**config.mk**
```make
export PLATFORM = sky130hd
export DESIGN_NAME = dma_local_req_gen_fsm
export DESIGN_NICKNAME = d
export VERILOG_FILES = /design/src/rtl/bsg_vanilla_pkg.sv /design/src/rtl/bsg_fifo_1r1w_small.sv /design/src/rtl/dma_local_req_gen_fsm.sv
export SDC_FILE = /design/constraint.sdc
export NUM_CORES = 1
export LEC_CHECK = 0
export ABC_AREA = 1
export BUFFER_PORTS_ARGS = -buffer_cell sky130_fd_sc_hd__buf_2
export CAP_MARGIN = 20
export CORE_ASPECT_RATIO = 0.6
export CORE_MARGIN = 4
export CORE_UTILIZATION = 30
export DETAILED_ROUTE_END_ITERATION = 7
export GPL_TIMING_DRIVEN = 1
export PLACE_DENSITY_LB_ADDON = 0.1
export RECOVER_POWER = 25
export SLEW_MARGIN = 25
export SYNTH_ARGS = -nofsm -noshare
export SYNTH_HDL_FRONTEND = slang
export SYNTH_SLANG_ARGS = --single-unit
```
**constraint.sdc**
```tcl
create_clock -name clk_i -period 10.2 [get_ports clk_i]
set_clock_uncertainty 0.2 [all_clocks]
set_input_delay 2.04 -clock clk_i [delete_from_list [all_inputs] [get_ports clk_i]]
set_output_delay 2.04 -clock clk_i [all_outputs]
set_load 0.02 [all_outputs]
```
**src/rtl/bsg_vanilla_pkg.sv**
```systemverilog
// Shared types for the vanilla core DMA engine: transfer direction,
// DMEM request bundle, FSM states and an address-width helper.
package bsg_vanilla_pkg;

    typedef enum logic {
        DMA_PULL = 1'b0,
        DMA_PUSH = 1'b1
    } dma_dir_e;

    typedef enum logic [1:0] {
        DMA_LOCAL_IDLE = 2'd0,
        DMA_LOCAL_PUSH = 2'd1,
        DMA_LOCAL_PULL = 2'd2
    } dma_local_state_e;

    typedef struct packed {
        logic        w;
        logic [31:0] addr;
        logic [31:0] data;
        logic [3:0]  mask;
    } dmem_req_s;

    localparam int dma_word_bytes_gp = 4;

    function automatic int safe_clog2(input int x);
        return (x <= 1) ? 1 : $clog2(x);
    endfunction

endpackage

```
**src/rtl/bsg_fifo_1r1w_small.sv**
```systemverilog
// Small circular FIFO, one write and one read port.
// Ports: v_i/data_i/ready_o enqueue side; v_o/data_o/yumi_i dequeue side.
module bsg_fifo_1r1w_small
    import bsg_vanilla_pkg::*;
#(
    parameter int els_p   = 2,
    parameter int width_p = 32
) (
    input  logic               clk_i,
    input  logic               reset_i,
    input  logic               v_i,
    input  logic [width_p-1:0] data_i,
    output logic               ready_o,
    output logic               v_o,
    output logic [width_p-1:0] data_o,
    input  logic               yumi_i
);

    localparam int ptr_w_lp = safe_clog2(els_p);
    localparam int cnt_w_lp = $clog2(els_p + 1);

    logic [width_p-1:0]  mem_q [els_p];
    logic [ptr_w_lp-1:0] rptr_q, rptr_d;
    logic [ptr_w_lp-1:0] wptr_q, wptr_d;
    logic [cnt_w_lp-1:0] cnt_q, cnt_d;
    logic                enq, deq;

    function automatic logic [ptr_w_lp-1:0] bump(input logic [ptr_w_lp-1:0] p);
        return (p == ptr_w_lp'(els_p - 1)) ? '0 : p + 1'b1;
    endfunction

    // A full FIFO still accepts a write when the head leaves in the same cycle.
    assign v_o     = (cnt_q != '0);
    assign ready_o = (cnt_q != cnt_w_lp'(els_p)) | yumi_i;
    assign deq     = yumi_i & v_o;
    assign enq     = v_i & ready_o;
    assign data_o  = mem_q[rptr_q];

    always_comb begin
        rptr_d = deq ? bump(rptr_q) : rptr_q;
        wptr_d = enq ? bump(wptr_q) : wptr_q;
        cnt_d  = cnt_q;
        if (enq && !deq) begin
            cnt_d = cnt_q + 1'b1;
        end else if (deq && !enq) begin
            cnt_d = cnt_q - 1'b1;
        end
    end

    always_ff @(posedge clk_i) begin
        if (reset_i) begin
            rptr_q <= '0;
            wptr_q <= '0;
            cnt_q  <= '0;
        end else begin
            rptr_q <= rptr_d;
            wptr_q <= wptr_d;
            cnt_q  <= cnt_d;
        end
    end

    always_ff @(posedge clk_i) begin
        if (enq) begin
            mem_q[wptr_q] <= data_i;
        end
    end

endmodule

```
**src/rtl/dma_local_req_gen_fsm.sv**
```systemverilog
// DMA local request generator: owns the DMEM side of a transfer.
// PUSH reads DMEM words into a FIFO drained by the remote request generator;
// PULL writes in-order remote load responses into DMEM.
// Ports: start/dir/ptr/length in, ptr increment and done out, DMEM
// request/grant, PUSH FIFO head, remote response handshake.
module dma_local_req_gen_fsm
    import bsg_vanilla_pkg::*;
#(
    parameter  int data_width_p       = 32,
    parameter  int dmem_size_p        = 1024,
    parameter  int fifo_els_p         = 2,
    localparam int dmem_addr_width_lp = safe_clog2(dmem_size_p)
) (
    input  logic                          clk_i,
    input  logic                          reset_i,
    input  logic                          start_local_req_i,
    input  logic                          push_not_pull_i,
    input  logic [31:0]                   local_ptr_i,
    input  logic [11:0]                   num_bytes_i,
    output logic                          incr_local_ptr_o,
    output logic                          all_local_req_done_o,
    output logic                          dmem_v_o,
    output logic                          dmem_w_o,
    output logic [dmem_addr_width_lp-1:0] dmem_addr_o,
    output logic [data_width_p-1:0]       dmem_data_o,
    output logic [3:0]                    dmem_mask_o,
    input  logic                          dmem_yumi_i,
    input  logic [data_width_p-1:0]       dmem_data_i,
    output logic [data_width_p-1:0]       dmem_fifo_data_o,
    output logic                          dmem_fifo_v_o,
    input  logic                          dmem_fifo_yumi_i,
    input  logic                          remote_resp_v_i,
    input  logic [data_width_p-1:0]       remote_resp_data_i,
    output logic                          remote_resp_yumi_o
);

    localparam int cnt_w_lp = $clog2(fifo_els_p + 1);

    dma_local_state_e    state_q, state_d;
    logic [31:0]         last_addr_q, last_addr_d;
    logic                inflight_q, inflight_d;
    logic [cnt_w_lp-1:0] occ_q, occ_d;
    logic [cnt_w_lp:0]   committed;

    dmem_req_s              req;
    logic                   req_v;
    logic                   at_end;
    logic                   credit;
    logic                   fifo_v;
    logic                   fifo_deq;
    logic                   fifo_ready;
    logic [data_width_p-1:0] fifo_data;
    logic                   unused_bits;

    assign at_end   = (local_ptr_i == last_addr_q);
    assign fifo_deq = dmem_fifo_yumi_i & fifo_v & ~reset_i;

    // Slots already owned: buffered words plus the read in flight, less
    // the word leaving this cycle so a steady stream never stalls.
    assign committed = {1'b0, occ_q}
                     + (cnt_w_lp + 1)'(inflight_q)
                     - (cnt_w_lp + 1)'(fifo_deq);
    assign credit    = committed < (cnt_w_lp + 1)'(fifo_els_p);

    bsg_fifo_1r1w_small #(
        .els_p   (fifo_els_p),
        .width_p (data_width_p)
    ) push_fifo (
        .clk_i   (clk_i),
        .reset_i (reset_i),
        .v_i     (inflight_q),
        .data_i  (dmem_data_i),
        .ready_o (fifo_ready),
        .v_o     (fifo_v),
        .data_o  (fifo_data),
        .yumi_i  (fifo_deq)
    );

    always_comb begin
        state_d              = state_q;
        last_addr_d          = last_addr_q;
        inflight_d           = 1'b0;
        occ_d                = occ_q;
        req                  = '0;
        req.addr             = {2'b00, local_ptr_i[31:2]};
        req.mask             = 4'hF;
        req_v                = 1'b0;
        incr_local_ptr_o     = 1'b0;
        all_local_req_done_o = 1'b0;
        remote_resp_yumi_o   = 1'b0;

        if (inflight_q && !fifo_deq) begin
            occ_d = occ_q + 1'b1;
        end else if (!inflight_q && fifo_deq) begin
            occ_d = occ_q - 1'b1;
        end

        if (!reset_i) begin
            unique case (state_q)
                DMA_LOCAL_IDLE: begin
                    if (start_local_req_i) begin
                        last_addr_d = local_ptr_i
                                    + {20'b0, num_bytes_i[11:2], 2'b00};
                        state_d = (dma_dir_e'(push_not_pull_i) == DMA_PUSH)
                                ? DMA_LOCAL_PUSH : DMA_LOCAL_PULL;
                    end
                end
                DMA_LOCAL_PUSH: begin
                    req_v = !at_end && credit;
                    if (req_v && dmem_yumi_i) begin
                        incr_local_ptr_o = 1'b1;
                        inflight_d       = 1'b1;
                    end
                    if (at_end && !inflight_q && (occ_q == '0)) begin
                        all_local_req_done_o = 1'b1;
                        state_d              = DMA_LOCAL_IDLE;
                    end
                end
                DMA_LOCAL_PULL: begin
                    req_v    = remote_resp_v_i && !at_end;
                    req.w    = 1'b1;
                    req.data = remote_resp_data_i;
                    if (req_v && dmem_yumi_i) begin
                        incr_local_ptr_o   = 1'b1;
                        remote_resp_yumi_o = 1'b1;
                    end
                    if (at_end) begin
                        all_local_req_done_o = 1'b1;
                        state_d              = DMA_LOCAL_IDLE;
                    end
                end
                default: state_d = DMA_LOCAL_IDLE;
            endcase
        end
    end

    assign dmem_v_o         = req_v;
    assign dmem_w_o         = req_v & req.w;
    assign dmem_addr_o      = req_v ? req.addr[dmem_addr_width_lp-1:0] : '0;
    assign dmem_data_o      = req_v ? req.data : '0;
    assign dmem_mask_o      = req_v ? req.mask : '0;
    assign dmem_fifo_v_o    = fifo_v & ~reset_i;
    assign dmem_fifo_data_o = dmem_fifo_v_o ? fifo_data : '0;

    assign unused_bits = ^{num_bytes_i[1:0],
                           req.addr[31:dmem_addr_width_lp],
                           fifo_ready};

    always_ff @(posedge clk_i) begin
        if (reset_i) begin
            state_q     <= DMA_LOCAL_IDLE;
            last_addr_q <= '0;
            inflight_q  <= 1'b0;
            occ_q       <= '0;
        end else begin
            state_q     <= state_d;
            last_addr_q <= last_addr_d;
            inflight_q  <= inflight_d;
            occ_q       <= occ_d;
        end
    end

    a_no_pop_when_empty: assert property (
        @(posedge clk_i) disable iff (reset_i)
        dmem_fifo_yumi_i |-> dmem_fifo_v_o
    );

endmodule

```
Word level (Yosys, flattened, before mapping)
Memory sizes are Yosys's and may differ from the RTL's. A register that Yosys moved wholly into a read port is not among the register bits.
Cells that the tools add are included.

storage, ports and cells
  output and inout port bits = 84
  memories kept = 1
  RAM bits = 64
  register bits = 41
  logic and storage cells = 92
  input bits = 115

operators by class
  mux-type cells = 35
  equal/unequal tests = 7
  add/sub/neg operators = 9
  magnitude comparators = 1
  reduce and logical (&&, ||, !) cells = 23
  bitwise logic cells = 9

memory list
  name             words  bits a word  rd ports  clocked after memory_dff  write ports  line                       RTL
  push_fifo.mem_q  2      32           1         1                         1            bsg_fifo_1r1w_small.sv:22  logic [width_p-1:0] mem_q [els_p];

operators with widths
  kind                                                                   number
  32-bit two-way mux                                                     4
  32-bit by 12-bit adder with 32-bit output                              1
  32-bit equality test                                                   1
  1-bit two-way mux                                                      17
  2-bit two-way mux                                                      8
  1-bit logical AND                                                      10
  10-bit two-way mux                                                     1
  2-bit inequality test, second input constant                           4
  1-bit bitwise AND                                                      6
  1-bit one-hot mux with 2 select lines                                  3
  2-bit one-hot mux with 3 select lines                                  1
  2-bit nonzero test                                                     3
  1-bit logical NOT                                                      5
  2-bit by 1-bit adder with 2-bit output, second input constant          2
  2-bit logical NOT                                                      2
  4-bit two-way mux                                                      1
  2-bit by 1-bit subtractor with 2-bit output, second input constant     2
  2-bit by 1-bit adder with 3-bit output                                 1
  3-bit by 2-bit < comparator with 1-bit output, second input constant   1
  3-bit AND reduction                                                    1
  3-bit by 1-bit subtractor with 3-bit output                            1
  1-bit adder, second input constant                                     2
  2-bit by 1-bit equality test with 1-bit output, second input constant  1
  2-bit equality test, second input constant                             1
  4 further kinds                                                        5

Depth between registers and ports, before layout
  word-level depth = 10
  depth in mapped cells = 16
  depth with buffers taken out = 14

By module
Synthesis repeated with hierarchy kept, for this count alone.

second synthesis, totals
  cells, all modules = 799
  area, all modules = 6436.2 µm²

modules (own cells, without submodules)
  module                 sequential area each (µm²)  cells an instance  times used  area each (µm²)
  dma_local_req_gen_fsm  740.7                       662                1           3726.1
  bsg_fifo_1r1w_small    2021.9                      137                1           2710.1

Worst setup path after synthesis
Ideal clock, no wire load.

  path kind = input-to-output
  start point = input port reset_i
  end point = output port dmem_mask_o[0]
  data required time = 7.960 ns
  cell stages on the path = 15
  arrival time = 4.524 ns
  buffers on the path = 2
  setup slack = 3.436 ns
  path through = a21oi_2 nand2_1 inv_1 ha_1 or2_2 fa_1 nand2_1 a21oi_1 o21a_1 nand2_1 o21ai_2 nand2_1 buf_6 inv_1 buf_4

between the ends
  cells in the longest elaborated chain, start to end = 8

RTL lines
  what                                           line                          RTL
  from (decl)                                    dma_local_req_gen_fsm.sv:15   input logic reset_i,
  1-bit inverter                                 dma_local_req_gen_fsm.sv:56   assign fifo_deq = dmem_fifo_yumi_i & fifo_v & ~reset_i;
  1-bit bitwise AND                              dma_local_req_gen_fsm.sv:56
  3-bit by 1-bit subtractor with 3-bit output    dma_local_req_gen_fsm.sv:62   - (cnt_w_lp + 1)'(fifo_deq);
  3-bit by 2-bit < comparator with 1-bit output  dma_local_req_gen_fsm.sv:63   assign credit = committed < (cnt_w_lp + 1)'(fifo_els_p);
  1-bit logical AND                              dma_local_req_gen_fsm.sv:109  req_v = !at_end && credit;
  1-bit one-hot mux with 2 select lines          dma_local_req_gen_fsm.sv:99   unique case (state_q)
  1-bit two-way mux *                            dma_local_req_gen_fsm.sv:98   if (!reset_i) begin
  via dmem_v_o                                   dma_local_req_gen_fsm.sv:22   output logic dmem_v_o,
  4-bit two-way mux *                            dma_local_req_gen_fsm.sv:141  assign dmem_mask_o = req_v ? req.mask : '0;
  to (decl)                                      dma_local_req_gen_fsm.sv:26   output logic [3:0] dmem_mask_o,

The timed path passes the listed nets; every way through them passes the cells marked *.

Worst setup path after layout
  start point = input port reset_i
  end point = output port dmem_mask_o[3]

between the ends
  cells in the longest elaborated chain, start to end = 8

RTL lines
  what                                           line
  1-bit inverter                                 dma_local_req_gen_fsm.sv:56
  1-bit bitwise AND                              dma_local_req_gen_fsm.sv:56
  3-bit by 1-bit subtractor with 3-bit output    dma_local_req_gen_fsm.sv:62
  3-bit by 2-bit < comparator with 1-bit output  dma_local_req_gen_fsm.sv:63
  1-bit logical AND                              dma_local_req_gen_fsm.sv:109
  1-bit one-hot mux with 2 select lines          dma_local_req_gen_fsm.sv:99
  1-bit two-way mux *                            dma_local_req_gen_fsm.sv:98
  4-bit two-way mux *                            dma_local_req_gen_fsm.sv:141

Mark *: on every way between the ends. The rest lies on a longest branch, timed or not.

==> summary.txt <==
Critical path
  • Worst R2R Setup Slack: 7.20 ns
  • Highest cell delay on the worst timing path: 0.48 ns
  • CP max FO: 35
  • Worst flop-to-flop path startpoint: push_fifo.cnt_q[0]
  • Most used cell, CP: nand2_1
  • CP delay by family, top: buffers and inverters
  • Critical path arrival: 5.59 ns
  • RR Endpoint: inflight_q
  • CP startpoint kind: input port
  • Worst Path Required: 7.96 ns
  • R2R depth: 13
  • Buffers and inverters on the worst path: 5
  • Worst path slowest cell: fa_1
  • CP cell instances: buf_2 > a21oi_2 > buf_4 > nand2_1 > inv_1 > ha_1 > or2_2 > fa_1 > nand2_1 > a21oi_1 > o21a_1 > nand2_1 > o21ai_2 > nand2_1 > inv_1 > buf_2
  • Critical path type: in2out
  • Critical Path Sink Type: output port

Timing
  • Slew margin rel.: 35.6%
  • Worst hold slack: 0.298 ns
  • Setup violators final: 0
  • Worst slew pin tran: 0.964 ns
  • Final Hold Fails: 0
  • Final setup TNS: 0 ns
  • RSZ-0062 raised after global routing: no
  • Final slew viol count: 0
  • Final period util: 76.7%
  • Fmax: 128 MHz
  • Fin crit period: 7.83 ns
  • Setup ws final: 2.37 ns

Cells and area
  • Total Nets Final: 1132
  • Fin cells: 1277
  • Area grow syn2layout: 23.9%
  • Commonest non-fill, non-tap cell in the layout: buf_2
  • Number of fill cells: 2175
  • Commonest non-fill, non-tap cells in the layout: buf_2, nand2_1, inv_1
  • Share of post-route cells with drive strength above 1: 24.2%
  • Antenna cell count: 0
  • Sequential cell area: 0.00276 mm^2
  • Multi-input logic area: 0.00276 mm^2

Power and ir drop
  • Max IR drop VDD: 0.0842 mV
  • Power Density: 167 mW/mm^2
  • Final Power: 1.31 mW
  • P_leak: 4.07 nW

Synthesis
  • Post-synth EDFFs: 64
  • Ys async rst share: 0%
  • Syn Inst Count: 812
  • Post-Syn Area: 0.00631 mm^2
  • Sequential-to-total area share from yosys stat: 43.8%
  • Yosys cell types: 37
  • Synthesized flop and latch total: 106
  • Mapped Avg Cell Area: 7.77 um^2
  • Primary FF master, synth: edfxtp_1
  • Mapped Nets: 945
  • YS warnings: 0

Floorplan
  • Die Area: 0.0235 mm^2
  • Rows: 40
  • Die W: 195 um
  • Top-level I/O count: 199
  • Die height: 120 um
  • Initial core utilization: 31.1%
  • Core Region: 0.0203 mm^2

GRT
  • Largest net degree at the start of global routing: 40
  • Vias in the first global route: 5158
  • Tot GR Track Use: 14.7%
  • Grt ovf: 0
  • First-pass GRT wire length: 27.4 mm
  • Antenna violations before repair: 0

Detailed routing
  • DRC errors left: 0
  • DR WL/cell: 13.8 um
  • First drt pass iteration count: 4
  • Vias: 5534
  • Metal-1 WL: 9.64 mm
  • WL met3: 1.14 mm
  • Final ANT Viol Nets: 0
  • Vias per cell: 4.33
  • Highest Signal Layer: met4
  • DR iter-0 viols: 302
  • Metal2 WL: 6.70 mm
  • Final wirelength: 17.6 mm

Clock network
  • Post-CTS Hold Buffers: 0
  • Root buffer cell: clkbuf_16
  • Clk sinks: 106
  • CTS tree: built
  • CTS buffer count: 9
  • Clock Latency Late Sink: 0.35 ns
  • Setup Buffers After CTS: 0
  • Clock buffer depth: 2
  • Htree depth: 3
  • Clock transition at path regs: 0.09 ns
  • Post-cts sizing count: 0

Min path
  • Hold Crit Start: push_fifo.rptr_q
  • HP Class: reg2reg
  • Hold Path Depth: 2

Placement
  • HPWL Detailed: 13.4 mm
  • Place WS: 2.29 ns
  • Dpl cells: 1260
  • Final GP Congestion: 0.843
  • Port Buf Inserts: 196

Run status
  • Status: finished clean

Flow run
  • Max-cap check violation count: 0
## layer usage
layer,global-route usage [%],vias to the layer above
li1,-,2893
met1,23.1,2467
met2,20.1,165
met3,3.70,9
met4,2.62,0
met5,0,-
## power by group
part / total, mW / leakage (nW) / internal (mW) / switching [mW]
sequential: 0.535 / 0.923 / 0.508 / 0.0275
clock: 0.358 / 0.145 / 0.175 / 0.183
combinational: 0.415 / 3.00 / 0.155 / 0.260
## worst max-delay path by stage
stage	from	cells past startpoint	to	slack, ns
3_3_place_gp	reset_i	16	dmem_data_o[22]	2.30
4_1_cts	reset_i	16	dmem_mask_o[3]	2.28
5_1_grt	reset_i	16	dmem_mask_o[3]	2.03
3_5_place_dp	reset_i	16	dmem_mask_o[3]	2.29
2_1_floorplan	reset_i	15	dmem_mask_o[0]	3.44
6_report	reset_i	16	dmem_mask_o[3]	2.37
## kinds of logic (layout without fill, tap and decap cells)
family          count (synthesis)  after routing  synth area share [%]
compound gates                 79             79                  6.72
fa+ha+maj                      18             18                  3.81
xor+xnor                       36             36                  5.00
buf+inv                       196            388                  12.6
simple gates                  345            345                  22.4
mux                            32             32                  5.71
flops                         106            106                  43.8
## synthesized netlist by cell type (2+ instances only)
library cell	count	area (um^2)
mux2_2	32	360
nor2_1	112	420
a31oi_1	3	18.8
dfxtp_1	42	841
buf_4	4	30.0
buf_6	6	67.6
nand2_1	172	646
o211ai_1	3	22.5
clkbuf_1	8	30.0
nand2_2	2	12.5
nor3_1	13	65.1
o21ai_0	36	180
edfxtp_1	64	1920
buf_1	6	22.5
a21o_1	2	15.0
ha_1	16	200
a21oi_1	30	150
fa_1	2	40.0
or2_2	3	18.8
nand4_1	4	25.0
xor2_1	14	123
nor2_2	2	12.5
nor4_1	2	12.5
inv_1	171	642
nand3_1	30	150
xnor2_1	22	193
## state kept, by name, indices dropped and copies added, names as in the netlist, named ones only
name / flops
push_fifo.wptr_q: 1
last_addr_q: 32
push_fifo.cnt_q: 2
state_q: 2
occ_q: 2
inflight_q: 1
push_fifo.rptr_q: 1
push_fifo.mem_q: 64
## through the flow
step	area, um^2	util [%]
floorplan	6310	-
global placement	7520	37.0
detailed placement	7520	37.0
CTS	7820	38.5
global route	7820	38.5
finish	7820	38.5
## tightest hold or removal path: stages, from the launching register on
cell,delay [ns]
dfxtp_1,0.33
xor2_1,0.08
nor2_1,0.07
## area by class of cell
type	count	share of cell area (%)
Multi-Input combinational cell	510	35.3
Timing Repair Buffer	201	13.0
Inverter	171	8.21
Sequential cell	106	35.3
Clock buffer	9	2.88
Clock inverter	7	0.960
Tap cell	273	4.37
(Power assumes the default switching activity.)
